==> config.mk <==
export PLATFORM = sky130hd
export DESIGN_NAME = demux2_reg
export DESIGN_NICKNAME = d
export VERILOG_FILES = /design/src/rtl/demux2_reg.sv
export SDC_FILE = /design/constraint.sdc
export NUM_CORES = 1
export LEC_CHECK = 0
export ABC_CLOCK_PERIOD_IN_PS = 1400
export CORE_MARGIN = 2
export CORE_UTILIZATION = 40
export CTS_BUF_LIST = sky130_fd_sc_hd__clkbuf_4 sky130_fd_sc_hd__clkbuf_8
export DETAILED_ROUTE_END_ITERATION = 7
export PLACE_DENSITY_LB_ADDON = 0.3
export SYNTH_ARGS = -nofsm -noshare
export SYNTH_HDL_FRONTEND = slang
export SYNTH_SLANG_ARGS = --single-unit
==> constraint.sdc <==
create_clock -name clk -period 1.4 [get_ports clk]
set_input_delay 0.28 -clock clk [delete_from_list [all_inputs] [get_ports clk]]
set_output_delay 0.28 -clock clk [all_outputs]
set_load 0.005 [all_outputs]
==> src/rtl/demux2_reg.sv <==
// rtl/demux2_reg.sv - registered 1-to-2 valid/ready stream demux, one holding slot per output
// Optional transfer counters on cnt0/cnt1 are built only when DEMUX2_STATS_EN is defined.
module demux2_reg #(
  parameter int WIDTH = 9
) (
  input  logic             clk,
  input  logic             reset_n,
  input  logic [WIDTH-1:0] d,
  input  logic             s,
  input  logic             in_valid,
  output logic             in_ready,
  output logic [WIDTH-1:0] y0,
  output logic             y0_valid,
  input  logic             y0_ready,
  output logic [WIDTH-1:0] y1,
  output logic             y1_valid,
  input  logic             y1_ready,
  output logic [15:0]      cnt0,
  output logic [15:0]      cnt1
);

  logic             r_full0;
  logic             r_full1;
  logic [WIDTH-1:0] r_y0;
  logic [WIDTH-1:0] r_y1;

  logic w_accept;
  logic w_accept0;
  logic w_accept1;
  logic w_drain0;
  logic w_drain1;

  // A full slot that is draining this cycle can take the next word (pass-through refill).
  assign in_ready  = s ? (!r_full1 || y1_ready) : (!r_full0 || y0_ready);
  assign w_accept  = in_valid && in_ready;
  assign w_accept0 = w_accept && !s;
  assign w_accept1 = w_accept && s;
  assign w_drain0  = r_full0 && y0_ready;
  assign w_drain1  = r_full1 && y1_ready;

  always_ff @(posedge clk) begin
    if (!reset_n) begin
      r_full0 <= 1'b0;
      r_full1 <= 1'b0;
      r_y0    <= '0;
      r_y1    <= '0;
    end else begin
      r_full0 <= w_accept0 || (r_full0 && !w_drain0);
      r_full1 <= w_accept1 || (r_full1 && !w_drain1);
      if (w_accept0) r_y0 <= d;
      if (w_accept1) r_y1 <= d;
    end
  end

  assign y0       = r_y0;
  assign y1       = r_y1;
  assign y0_valid = r_full0;
  assign y1_valid = r_full1;

`ifdef DEMUX2_STATS_EN
  logic [15:0] r_cnt0;
  logic [15:0] r_cnt1;

  // Counters stick at all-ones rather than wrapping.
  always_ff @(posedge clk) begin
    if (!reset_n) begin
      r_cnt0 <= '0;
      r_cnt1 <= '0;
    end else begin
      if (w_drain0 && (r_cnt0 != 16'hFFFF)) r_cnt0 <= r_cnt0 + 16'd1;
      if (w_drain1 && (r_cnt1 != 16'hFFFF)) r_cnt1 <= r_cnt1 + 16'd1;
    end
  end

  assign cnt0 = r_cnt0;
  assign cnt1 = r_cnt1;
`else
  assign cnt0 = 16'd0;
  assign cnt1 = 16'd0;
`endif

endmodule

==> results.yml <==
final_layout:
  syn2layout_area_growth_pct: 30.4
  drive_above_1_share_pct: 21.9
  n_antenna_cell: 0
  nets: 168
  final_cell_area_um2: 1360
  final_cells: 181
  final_util_pct: 54.8
synthesis:
  synth_mux_area_share_pct: 18.3
  yosysMostFrequentCell: "buf_4"
  synth_compound_gate_area_share_pct: 1.44
  yosys.area.top_type: "dfxtp_1"
  synth_ff_type: "dfxtp_1"
  ys_seq_area_share_pct: 38.5
  yosys.area_share.adder_pct: 0
  ys_ff_latch: 20
  synth.area.top_cells: "dfxtp_1, buf_4, mux2i_1"
  syn_avg_cell_area_um2: 9.46
  synth_cells: 110
  synthXorXnorAreaFrac_pct: 0
  synth_top_family_by_area: "buffers and inverters"
  async_flop_share_pct: 0
  netlist.area_leader.share_pct: 38.5
  synth-edff-count: 0
  ys_top_cells_by_count: "buf_4, nand2_1, dfxtp_1, mux2i_1, o21a_1"
  synth-warning-count: 0
  synthSimpleGateAreaFrac_pct: 15.7
  synth_cell_types: 14
  syn_area_um2: 1040
floorplanning:
  die_h_um: 55.0
  boundaryPins: 68
  die-area_um2: 3030
  die_x_um: 55.0
  start_util_pct: 42.0
  rows: 18
  core_region_area_um2: 2480
worst_setup_path:
  cp-start-kind: "flop"
  crit_fanout: 2
  cp-end-kind: "output port"
  arrival_ns: 1.02
  rrSetupSlack_ns: 0.17
  path_class: "flop to output port"
  critical_path_required_ns: 1.12
sta:
  skew_ns: 0.00252
  drv_slew: 0
  grt_setup_unrepaired: "false"
  hold_ws_ns: 0.458
  tns_ns: 0
  layout_setup_ws_ns: 0.0961
  fin_crit_sh_pct: 93.1
  setup_viol: 0
  min_period_ns: 1.30
  max_freq_ghz: 0.767
  hold_viol_final: 0
global_route:
  grt_max_degree: 16
  grt_usage_pct: 11.8
  antenna_found_initial: 0
  grt_pass1_vias: 621
  grt_pass1_wl_um: 2550
  grt.overflow.total: 0
placement:
  portBuffers: 35
  place_ws_ns: -0.473
  dpl.cell_count: 176
  hpwlAfterDp_um: 1450
  place_congestion: 0.626
  place_area_um2: 1320
job:
  max-cap-violations: 0
cts:
  cts.root.buffer_cell: "clkbuf_4"
  tritoncts: "built"
  cts_max_path_buffers: 2
  h-tree-depth: 1
  clkTransAtPathRegs_ns: 0.10
  clock-sinks: 20
  clkLatencyLatePin_ns: 0.28
  numCtsBuffers: 3
  hold_buffers: 0
routing:
  routed_via_density: 4.13
  postRouteAntennaNets: 0
  vias: 748
  drcViolationCount: 0
  drt_iter0_markers: 5
  routedWlPerCell_um: 10.1
  drt-total-wl_um: 1820
  first_pass_iters: 2
run_status:
  status: "finished clean"
min_path:
  hold_path.class: "flop to flop"
power_and_ir_drop:
  p_leak_nw: 0.696
  total_power_mw: 1.08
  ir_worst_vdd_v: 0.000538
  powerDensity_nw_per_um2: 794
[worst max-delay path, cell delays in order (launching register included)]
cell	delay, ns
dfxtp_2	0.33
and2b_4	0.15
mux2i_1	0.13
buf_2	0.13
[logic make-up after synthesis]
logic type,Yosys count
multiplexers,19
buffers and inverters,36
other,1
flip-flops,20
AO/OA/AOI/OAI,2
AND/OR/NAND/NOR,32
[what timing repair did]
item                       CTS  global route
setup endpoints to repair   21             3
buffers inserted             2             0
pin swaps                    0             0
gates resized for setup     41             3
[registers in the layout (all words and copies together), names as in the netlist]
name	count
y0	9
y0_valid	1
y1	9
y1_valid	1
[report_power, final]
group / leakage [nW] / switching, mW / internal, mW
logic: 0.512 / 0.0943 / 0.110
registers: 0.170 / 0.0140 / 0.603
clock network: 0.0138 / 0.156 / 0.0998
total: 0.696 / 0.265 / 0.813
[cells in the final DEF, fill, tap and decap left out]
master and n:
buf_6 1, dlymetal6s2s_1 2, nand2_2 1, buf_2 1
mux2i_1 19, dlygate4sd2_1 21, conb_1 32, clkdlybuf4s50_1 11
dfxtp_1 4, nand2_1 27, nor3b_2 1, and2b_4 1
dfxtp_2 16, nor2b_4 1, o21a_1 2, clkbuf_4 3
buf_4 7, nor2_8 1
[routing by layer]
layer  wire length [µm]  part of all wire, %  up-vias  GRT usage [%]
met1                780                   43      334           12.9
li1                   -                    -      370              -
met5                  0                    0        -              0
met3                157                  8.6        2           4.30
met2                871                   48       42           21.8
met4                 11                 0.60        0           2.44
[final cells by class]
type,instances,area (µm²)
Fill cell,248,1120
Sequential cell,20,420
Clock buffer,3,22.5
Timing Repair Buffer,43,388
Tap cell,30,37.5
Multi-Input combinational cell,85,489
[path summary, 6_finish.rpt]
check	start	to	cells after the start
setup reg to reg	y0_valid$_SDFF_PN0_	y0[2]$_SDFFE_PN0P_	5
setup / recovery	y1_valid$_SDFF_PN0_	in_ready	3
hold reg to reg	y1[5]$_SDFFE_PN0P_	y1[5]$_SDFFE_PN0P_	2
hold / removal	y1[5]$_SDFFE_PN0P_	y1[5]$_SDFFE_PN0P_	2
Power figures use the tool's default switching activity.
